--- src/rtl/spi_poll_seq_if.sv ---
// Bundle of the sequencer's SPI-side and result-side signals.
// Suffixes are from the sequencer's point of view: _i enters it, _o leaves it.
interface spi_poll_seq_if;
    logic        en_i;
    logic        spi_start_o;
    logic [7:0]  spi_txdata_o;
    logic [7:0]  spi_rxdata1_i;
    logic [7:0]  spi_rxdata2_i;
    logic [15:0] res_data_o;
    logic [1:0]  res_ch_o;
    logic        res_valid_o;
    logic        res_ready_i;
    logic        overrun_o;
    logic        clr_ovr_i;
    logic        busy_o;

    // Sequencer side.
    modport master (
        input  en_i,
        input  spi_rxdata1_i,
        input  spi_rxdata2_i,
        input  res_ready_i,
        input  clr_ovr_i,
        output spi_start_o,
        output spi_txdata_o,
        output res_data_o,
        output res_ch_o,
        output res_valid_o,
        output overrun_o,
        output busy_o
    );

    // Controller / SPI-engine side.
    modport slave (
        output en_i,
        output spi_rxdata1_i,
        output spi_rxdata2_i,
        output res_ready_i,
        output clr_ovr_i,
        input  spi_start_o,
        input  spi_txdata_o,
        input  res_data_o,
        input  res_ch_o,
        input  res_valid_o,
        input  overrun_o,
        input  busy_o
    );
endinterface

--- src/rtl/spi_poll_seq.sv ---
// Round-robin command sequencer for the spi_msb master: pulses START, times the
// transfer with a cycle counter, then queues the two-byte reply in a 2-entry FIFO.
module spi_poll_seq #(
    parameter int unsigned NCH          = 4,
    parameter logic [7:0]  CMD_BASE     = 8'h54,
    parameter int unsigned START_CYCLES = 5,
    parameter int unsigned XFER_CYCLES  = 6100,
    parameter int unsigned GAP_CYCLES   = 1000
) (
    input  logic           clk_i,
    input  logic           rst_i,
    spi_poll_seq_if.master bus
);
    localparam logic [15:0] START_LAST = 16'(START_CYCLES - 1);
    localparam logic [15:0] XFER_LAST  = 16'(XFER_CYCLES - 1);
    localparam logic [15:0] GAP_LAST   = 16'(GAP_CYCLES - 1);
    localparam logic [1:0]  CH_LAST    = 2'(NCH - 1);
    localparam int unsigned DEPTH      = 2;
    localparam logic [1:0]  DEPTH_C    = 2'(DEPTH);

    typedef enum logic [2:0] {
        ST_IDLE,
        ST_START,
        ST_WAIT,
        ST_CAPTURE,
        ST_GAP
    } state_e;

    state_e      state_q, state_d;
    logic [15:0] cnt_q, cnt_d;
    logic [1:0]  ch_q, ch_d;
    logic [7:0]  txdata_q, txdata_d;
    logic        push;

    // ------------------------------------------------------------------
    // Transaction sequencer
    // ------------------------------------------------------------------
    always_ff @(posedge clk_i) begin
        if (rst_i) begin
            state_q  <= ST_IDLE;
            cnt_q    <= '0;
            ch_q     <= '0;
            txdata_q <= '0;
        end else begin
            state_q  <= state_d;
            cnt_q    <= cnt_d;
            ch_q     <= ch_d;
            txdata_q <= txdata_d;
        end
    end

    // cnt_q counts from the first START cycle through WAIT, so the transfer
    // time is measured from the start of the pulse, not from its end.
    always_comb begin
        state_d  = state_q;
        cnt_d    = cnt_q;
        ch_d     = ch_q;
        txdata_d = txdata_q;
        push     = 1'b0;
        unique case (state_q)
            ST_IDLE: begin
                if (bus.en_i) begin
                    state_d  = ST_START;
                    cnt_d    = '0;
                    txdata_d = CMD_BASE + {6'd0, ch_q};
                end
            end
            ST_START: begin
                cnt_d = cnt_q + 16'd1;
                if (cnt_q >= START_LAST) begin
                    state_d = ST_WAIT;
                end
            end
            ST_WAIT: begin
                cnt_d = cnt_q + 16'd1;
                if (cnt_q >= XFER_LAST) begin
                    state_d = ST_CAPTURE;
                end
            end
            ST_CAPTURE: begin
                push    = 1'b1;
                ch_d    = (ch_q == CH_LAST) ? 2'd0 : ch_q + 2'd1;
                cnt_d   = '0;
                state_d = ST_GAP;
            end
            ST_GAP: begin
                cnt_d = cnt_q + 16'd1;
                if (cnt_q >= GAP_LAST) begin
                    cnt_d = '0;
                    if (bus.en_i) begin
                        state_d  = ST_START;
                        txdata_d = CMD_BASE + {6'd0, ch_q};
                    end else begin
                        state_d = ST_IDLE;
                    end
                end
            end
            default: begin
                state_d = ST_IDLE;
                cnt_d   = '0;
            end
        endcase
    end

    // ------------------------------------------------------------------
    // Result FIFO: slot 0 is always the head, so outputs need no read mux.
    // ------------------------------------------------------------------
    logic [17:0] mem_q [DEPTH];
    logic [17:0] mem_d [DEPTH];
    logic [1:0]  count_q, count_d;
    logic        ovr_q, ovr_d;
    logic        pop;
    logic        push_ok;
    logic        ovr_set;
    logic [1:0]  wr_idx;
    logic [17:0] wr_entry;

    assign pop      = (count_q != 2'd0) && bus.res_ready_i;
    assign push_ok  = push && ((count_q < DEPTH_C) || pop);
    assign ovr_set  = push && (count_q == DEPTH_C) && !pop;
    assign wr_idx   = count_q - {1'b0, pop};
    assign wr_entry = {bus.spi_rxdata1_i, bus.spi_rxdata2_i, ch_q};

    // Each slot either takes the new entry, shifts down on a pop, or holds.
    genvar gi;
    for (gi = 0; gi < DEPTH; gi++) begin : g_slot
        logic [17:0] shifted;
        if (gi < DEPTH - 1) begin : g_shift
            assign shifted = mem_q[gi + 1];
        end else begin : g_last
            assign shifted = mem_q[gi];
        end
        assign mem_d[gi] = (push_ok && (wr_idx == 2'(gi))) ? wr_entry :
                           (pop ? shifted : mem_q[gi]);
    end

    always_comb begin
        count_d = count_q;
        if (push_ok && !pop) begin
            count_d = count_q + 2'd1;
        end else if (pop && !push_ok) begin
            count_d = count_q - 2'd1;
        end
    end

    // A fresh overrun outranks a clear arriving in the same cycle.
    assign ovr_d = ovr_set ? 1'b1 : (bus.clr_ovr_i ? 1'b0 : ovr_q);

    always_ff @(posedge clk_i) begin
        if (rst_i) begin
            for (int i = 0; i < DEPTH; i++) begin
                mem_q[i] <= '0;
            end
            count_q <= '0;
            ovr_q   <= 1'b0;
        end else begin
            mem_q   <= mem_d;
            count_q <= count_d;
            ovr_q   <= ovr_d;
        end
    end

    // ------------------------------------------------------------------
    // Outputs
    // ------------------------------------------------------------------
    assign bus.spi_start_o  = (state_q == ST_START);
    assign bus.spi_txdata_o = txdata_q;
    assign bus.res_data_o   = mem_q[0][17:2];
    assign bus.res_ch_o     = mem_q[0][1:0];
    assign bus.res_valid_o  = (count_q != 2'd0);
    assign bus.overrun_o    = ovr_q;
    assign bus.busy_o       = (state_q != ST_IDLE);
endmodule
--- src/flat_wrapper.sv ---
// flat-port wrapper written by rule: the top's interface ports become plain ports
module spi_poll_seq_flat 
#(
    parameter int unsigned NCH          = 4,
    parameter logic [7:0]  CMD_BASE     = 8'h54,
    parameter int unsigned START_CYCLES = 5,
    parameter int unsigned XFER_CYCLES  = 6100,
    parameter int unsigned GAP_CYCLES   = 1000
)
  (clk_i, rst_i, bus_en_i, bus_spi_rxdata1_i, bus_spi_rxdata2_i, bus_res_ready_i, bus_clr_ovr_i, bus_spi_start_o, bus_spi_txdata_o, bus_res_data_o, bus_res_ch_o, bus_res_valid_o, bus_overrun_o, bus_busy_o);
  spi_poll_seq_if bus_i ();
  input  logic clk_i;
  input  logic rst_i;
  input wire logic [$bits(bus_i.en_i)-1:0] bus_en_i;
  input wire logic [$bits(bus_i.spi_rxdata1_i)-1:0] bus_spi_rxdata1_i;
  input wire logic [$bits(bus_i.spi_rxdata2_i)-1:0] bus_spi_rxdata2_i;
  input wire logic [$bits(bus_i.res_ready_i)-1:0] bus_res_ready_i;
  input wire logic [$bits(bus_i.clr_ovr_i)-1:0] bus_clr_ovr_i;
  output wire logic [$bits(bus_i.spi_start_o)-1:0] bus_spi_start_o;
  output wire logic [$bits(bus_i.spi_txdata_o)-1:0] bus_spi_txdata_o;
  output wire logic [$bits(bus_i.res_data_o)-1:0] bus_res_data_o;
  output wire logic [$bits(bus_i.res_ch_o)-1:0] bus_res_ch_o;
  output wire logic [$bits(bus_i.res_valid_o)-1:0] bus_res_valid_o;
  output wire logic [$bits(bus_i.overrun_o)-1:0] bus_overrun_o;
  output wire logic [$bits(bus_i.busy_o)-1:0] bus_busy_o;
  assign bus_i.en_i = bus_en_i;
  assign bus_i.spi_rxdata1_i = bus_spi_rxdata1_i;
  assign bus_i.spi_rxdata2_i = bus_spi_rxdata2_i;
  assign bus_i.res_ready_i = bus_res_ready_i;
  assign bus_i.clr_ovr_i = bus_clr_ovr_i;
  assign bus_spi_start_o = bus_i.spi_start_o;
  assign bus_spi_txdata_o = bus_i.spi_txdata_o;
  assign bus_res_data_o = bus_i.res_data_o;
  assign bus_res_ch_o = bus_i.res_ch_o;
  assign bus_res_valid_o = bus_i.res_valid_o;
  assign bus_overrun_o = bus_i.overrun_o;
  assign bus_busy_o = bus_i.busy_o;
  spi_poll_seq #(.NCH(NCH), .CMD_BASE(CMD_BASE), .START_CYCLES(START_CYCLES), .XFER_CYCLES(XFER_CYCLES), .GAP_CYCLES(GAP_CYCLES)) u_core (.clk_i(clk_i), .rst_i(rst_i), .bus(bus_i));
endmodule
--- config.mk ---
export PLATFORM = sky130hd
export DESIGN_NAME = spi_poll_seq_flat
export DESIGN_NICKNAME = d
export VERILOG_FILES = /design/src/rtl/spi_poll_seq_if.sv /design/src/rtl/spi_poll_seq.sv /design/src/flat_wrapper.sv
export SDC_FILE = /design/constraint.sdc
export NUM_CORES = 1
export LEC_CHECK = 0
export ABC_AREA = 0
export CELL_PAD_IN_SITES_DETAIL_PLACEMENT = 1
export CELL_PAD_IN_SITES_GLOBAL_PLACEMENT = 1
export CORE_MARGIN = 3
export CORE_UTILIZATION = 41
export CTS_BUF_LIST = sky130_fd_sc_hd__clkbuf_8
export CTS_CLUSTER_DIAMETER = 80
export DETAILED_ROUTE_END_ITERATION = 10
export PLACE_DENSITY_LB_ADDON = 0.1
export RECOVER_POWER = 50
export SYNTH_ARGS = -nofsm -noshare
export SYNTH_HDL_FRONTEND = slang
export SYNTH_SLANG_ARGS = --single-unit
--- constraint.sdc ---
create_clock -name clk_i -period 5.2 [get_ports clk_i]
set_input_delay 1.04 -clock clk_i [delete_from_list [all_inputs] [get_ports clk_i]]
set_output_delay 1.04 -clock clk_i [all_outputs]
set_load 0.03 [all_outputs]
---- After elaboration in Yosys (flattened, before gate mapping) ----
Index checks and enable logic that the tools add are counted.
word-level totals
  memory bits (writable) .................. 0
  output and inout bits ................... 30
  bits in latches ......................... 0
  flip-flop bits (word level) ............. 68
  word-level logic and storage cells ...... 71
  bits in read-only memories .............. 0
  memories kept ........................... 0
cells by class
  multiplexer cells ....................... 20
  $add $sub $neg .......................... 6
  eq/ne operators ......................... 11
  shift operators ......................... 0
  bitwise operators ....................... 0
  reductions and logical operators ........ 22
  divide/modulo/power cells ............... 0
  magnitude comparators ................... 4
  multiply operators ...................... 0
operators with widths
  cell                   number
  $pmux 16 s3            1
  $mux 18                2
  $mux 16                2
  $add 16x1->16 const B  1
  $ge 16x10->1 const B   1
  $ge 16x13->1 const B   1
  $ge 16x3->1 const B    1
  $mux 8                 2
  $pmux 8 s2             1
  $pmux 3 s5             1
  $mux 3                 4
  $reduce_bool 2->1      5
  $add 7x2->8 const A    1
  $logic_and 1x1->1      8
  $eq 3x2->1 const B     2
  $mux 2                 3
  $ne 2x1->1 const B     3
  $add 2x1->2 const B    2
  $eq 2x2->1 const B     2
  $mux 1                 4
  $reduce_and 4->1       1
  $eq 3x1->1 const B     1
  $eq 3x3->1 const B     1
  $logic_not 3->1        1
  11 further kinds       12

---- Logic depth before layout (Yosys ltp) ----
  depth after elaboration ................. 8
  mapped depth ............................ 12

---- Worst setup path after synthesis ----
Ideal clock, no wire load.
  kind .................................... input to register
  start ................................... input port bus_res_ready_i
  end ..................................... register u_core.mem_q, in the netlist u_core.bus.res_ch_o[1]
  setup slack ............................. 2475 ps
  library setup time ...................... 86 ps
  data arrival time ....................... 2639 ps
  data required time ...................... 5114 ps
  path buffers ............................ 2
  stages on the path ...................... 9
  cells stage by stage .................... nand2_1 > buf_2 > inv_1 > ha_1 > and3_1 > o2111ai_2 > clkbuf_1 > nor2_1 > a211oi_1
between the ends
  cells in the longest elaborated chain, start to end .. 5
  elaborated cells between the ends (all ways) .. 8
  classes of those cells .................. 1 x add/sub; 1 x mux; 6 x reduce/logical
ends and longest elaborated chain
  item                                                         RTL line                                  source
  start, declared                                              flat_wrapper.sv:17                        input wire logic [$bits(bus_i.res_ready_i)-1:0] bus_res_ready_i;
  $logic_and 1x1->1 *                                          spi_poll_seq.sv:118                       assign pop = (count_q != 2'd0) && bus.res_ready_i;
  $sub 2x1->2 / $logic_or 1x1->1 (equally long branches)       spi_poll_seq.sv:121, spi_poll_seq.sv:119
  $logic_not 2->1 / $logic_and 1x1->1 (equally long branches)  spi_poll_seq.sv:133, spi_poll_seq.sv:119
  $logic_and 1x1->1                                            spi_poll_seq.sv:133                       assign mem_d[gi] = (push_ok && (wr_idx == 2'(gi))) ? wr_entry :
  $mux 18 / $reduce_bool 2->1 (equally long branches)          -
  end signal, assigned                                         spi_poll_seq.sv:157                       mem_q <= mem_d;
  end, declared                                                spi_poll_seq.sv:108                       logic [17:0] mem_q [DEPTH];
Mark *: on every way between the ends. The rest lies on a longest branch, timed or not.
A chain may end at the register's enable or synchronous reset.

==> flow_metrics.env <==
export IMPL_status="complete, but fails checks"
export IMPL_violations="capacitance limit, slew limit"
export IMPL_cp_max_fo=48
export IMPL_synth_edff_count=0
export IMPL_route_detailed_drc=0
export IMPL_antenna_left=0
export IMPL_routed_wirelength_um=6580
export IMPL_peakVddDrop_v=0.000183
export IMPL_grt_pass1_wl_um=11300
export IMPL_die_y_um=90.3
export IMPL_setup_viol=0
export IMPL_grt_ovfl_total=0
export IMPL_syn_area_per_cell_um2=9.32
export IMPL_insertion_delay_ps=330
export IMPL_multi_input_area_mm2=0.00146
export IMPL_io_pins=51
export IMPL_core_area_mm2=0.00683
export IMPL_area_growth_syn_to_layout_pct=22.5
export IMPL_hold_path_class="flip-flop to flip-flop"
export IMPL_tritoncts="built"
export IMPL_die_w_um=90.3
export IMPL_synthArstFlopShare_pct=0
export IMPL_drt_iter0_markers=65
export IMPL_via_count=2312
export IMPL_clk_pin_slew_worst_paths_ps=70
export IMPL_synth_cell_types=47
export IMPL_synthTopCellsByCount="nor2_1, dfxtp_1, mux2i_1"
export IMPL_dr_pass1_iters=4
export IMPL_cp_end_kind="flip-flop"
export IMPL_routedWlPerCell_um=14.6
export IMPL_antenna_found_initial=0
export IMPL_syn_area_mm2=0.00292
export IMPL_synth_area_top_cells="dfxtp_1, mux2i_1, nor2_1"
export IMPL_yosys_warnings=0
export IMPL_synth_top_cell_area_share_pct=43.2
export IMPL_cap_violations=1
export IMPL_slew_viol_final=49
export IMPL_cts_root_buf="clkbuf_8"
export IMPL_std_cell_rows=30
export IMPL_criticalPathCategory="primary input to flip-flop"
export IMPL_final_setup_tns_ps=0
export IMPL_gp_congestion=0.740
export IMPL_cts_sinks=63
export IMPL_htreeDepth=3
export IMPL_arrival_ps=4060
export IMPL_fin_nets=377
export IMPL_grt_pass1_vias=2396
export IMPL_n_antenna_cell=0
export IMPL_cts_resized=0
export IMPL_fin_crit_ps=3860
export IMPL_fill_cells=800
export IMPL_cts_buffers=9
export IMPL_final_util_pct=52.3
export IMPL_grt_usage_pct=16.8
export IMPL_rsz0062_at_grt="false"
export IMPL_post_cts_setup_buffers=0
export IMPL_required_ps=5400
export IMPL_dp_slack_ps=1680
export IMPL_ys_seq_area_share_pct=43.2
export IMPL_dieArea_mm2=0.00816
export IMPL_ys_flop_type="dfxtp_1"
export IMPL_hold_viol_final=0
export IMPL_yosysMostFrequentCell="nor2_1"
export IMPL_place_inst=436
export IMPL_io_buffers=47
export IMPL_tightest_slew_ps=2150
export IMPL_finalClockSkew_ps=9.67
export IMPL_crit_path_start_kind="primary input"
export IMPL_synth_seq_cells=63
export IMPL_yosysTopAreaCell="dfxtp_1"
export IMPL_hpwl_um=4400
export IMPL_grt_max_degree=49
export IMPL_final_cells=452
export IMPL_fmaxAchievable_mhz=259
export IMPL_ctsHoldBuffers=0
export IMPL_initial_core_util_pct=42.7
export IMPL_p_leak_nw=1.46
export IMPL_power_density_mw_per_mm2=428
export IMPL_relSlewSlack_pct=-43.3
export IMPL_vias_per_cell=5.12
export IMPL_worst_slack_ps=1340
export IMPL_drive_gt1_share_pct=7.87
export IMPL_synthCells=313
export IMPL_final_seq_area_mm2=0.00126
export IMPL_fin_crit_sh_pct=74.3
export IMPL_clockBufferDepth=2
==> final cells by class <==
class / count / share of cell area [%]
multi-input cells: 218 / 40.8
flip-flops and latches: 63 / 35.3
repair buffers: 50 / 13.7
clock buffers: 9 / 3.47
well taps: 96 / 3.36
clock inverters: 7 / 2.49
inverters: 9 / 0.945
==> logic make-up after synthesis <==
group,share of synthesized area [%]
multiplexers,13.0
adder cells (fa/ha/maj),2.15
other,0.129
AO/OA/AOI/OAI,9.70
AND/OR/NAND/NOR,19.6
flip-flops,43.2
buffers and inverters,7.29
XOR/XNOR,4.80
==> stage by stage <==
stage          power, mW  hold WS, ps  area [µm²]
2_1_floorplan      0.961          460        2920
3_3_place_gp        1.09          460        3360
3_5_place_dp        1.10          477        3360
4_1_cts             1.56          488        3580
5_1_grt             1.62          521        3570
6_report            1.53          472        3570
==> state kept, by name, indices dropped and copies added (netlist names) <==
| register | flops |
|---|---|
| u_core.bus.overrun_o | 1 |
| u_core.bus.res_ch_o | 2 |
| u_core.bus.res_data_o | 16 |
| u_core.bus.spi_txdata_o | 3 |
| u_core.ch_q | 2 |
| u_core.cnt_q | 16 |
| u_core.count_q | 2 |
| u_core.g_slot.shifted | 18 |
| u_core.state_q | 3 |
==> path summary, 6_finish.rpt <==
path	from	endpoint	slack (ps)	cells past startpoint
hold reg to reg	u_core.bus.spi_txdata_o[4]	u_core.bus.spi_txdata_o[4]	470	2
setup / recovery	rst_i	u_core.cnt_q[0]	1340	6
hold / removal	u_core.bus.spi_txdata_o[4]	u_core.bus.spi_txdata_o[4]	470	2
setup reg to reg	u_core.count_q[0]	u_core.g_slot[0].shifted[9]	2520	9
==> power breakdown <==
part           leakage [nW]  switching (mW)  total (mW)  internal [mW]
Clock                 0.106           0.191       0.458          0.266
Sequential            0.510          0.0579       0.597          0.539
Combinational         0.848           0.283       0.474          0.190
==> metal layers <==
layer	vias to the layer above	GRT usage, %	routed length [µm]
met2	40	28.0	3110
met5	-	0	0
met3	7	3.08	195
li1	1151	-	-
met4	0	7.65	85
met1	1114	21.1	3190
==> cell usage in the layout, fill, tap and decap left out, drive strengths merged, types with 5 or more instances in the layout <==
cell	count
a211oi	19
a21oi	10
clkbuf	10
clkdlybuf4s50	22
dfxtp	63
dlygate4sd3	25
ha	5
inv	10
mux2i	38
nand2	13
nand3	7
nor2	68
nor3	7
xnor2	7
xor2	9
==> worst max-delay path, cell delays in order <==
cell and delay (ps):
dlygate4sd3_1 520, clkbuf_1 1520, nor3_1 80, and4_1 330, a21oi_4 420, nor3_1 120
Note: power is estimated with default switching activity, not from simulation.
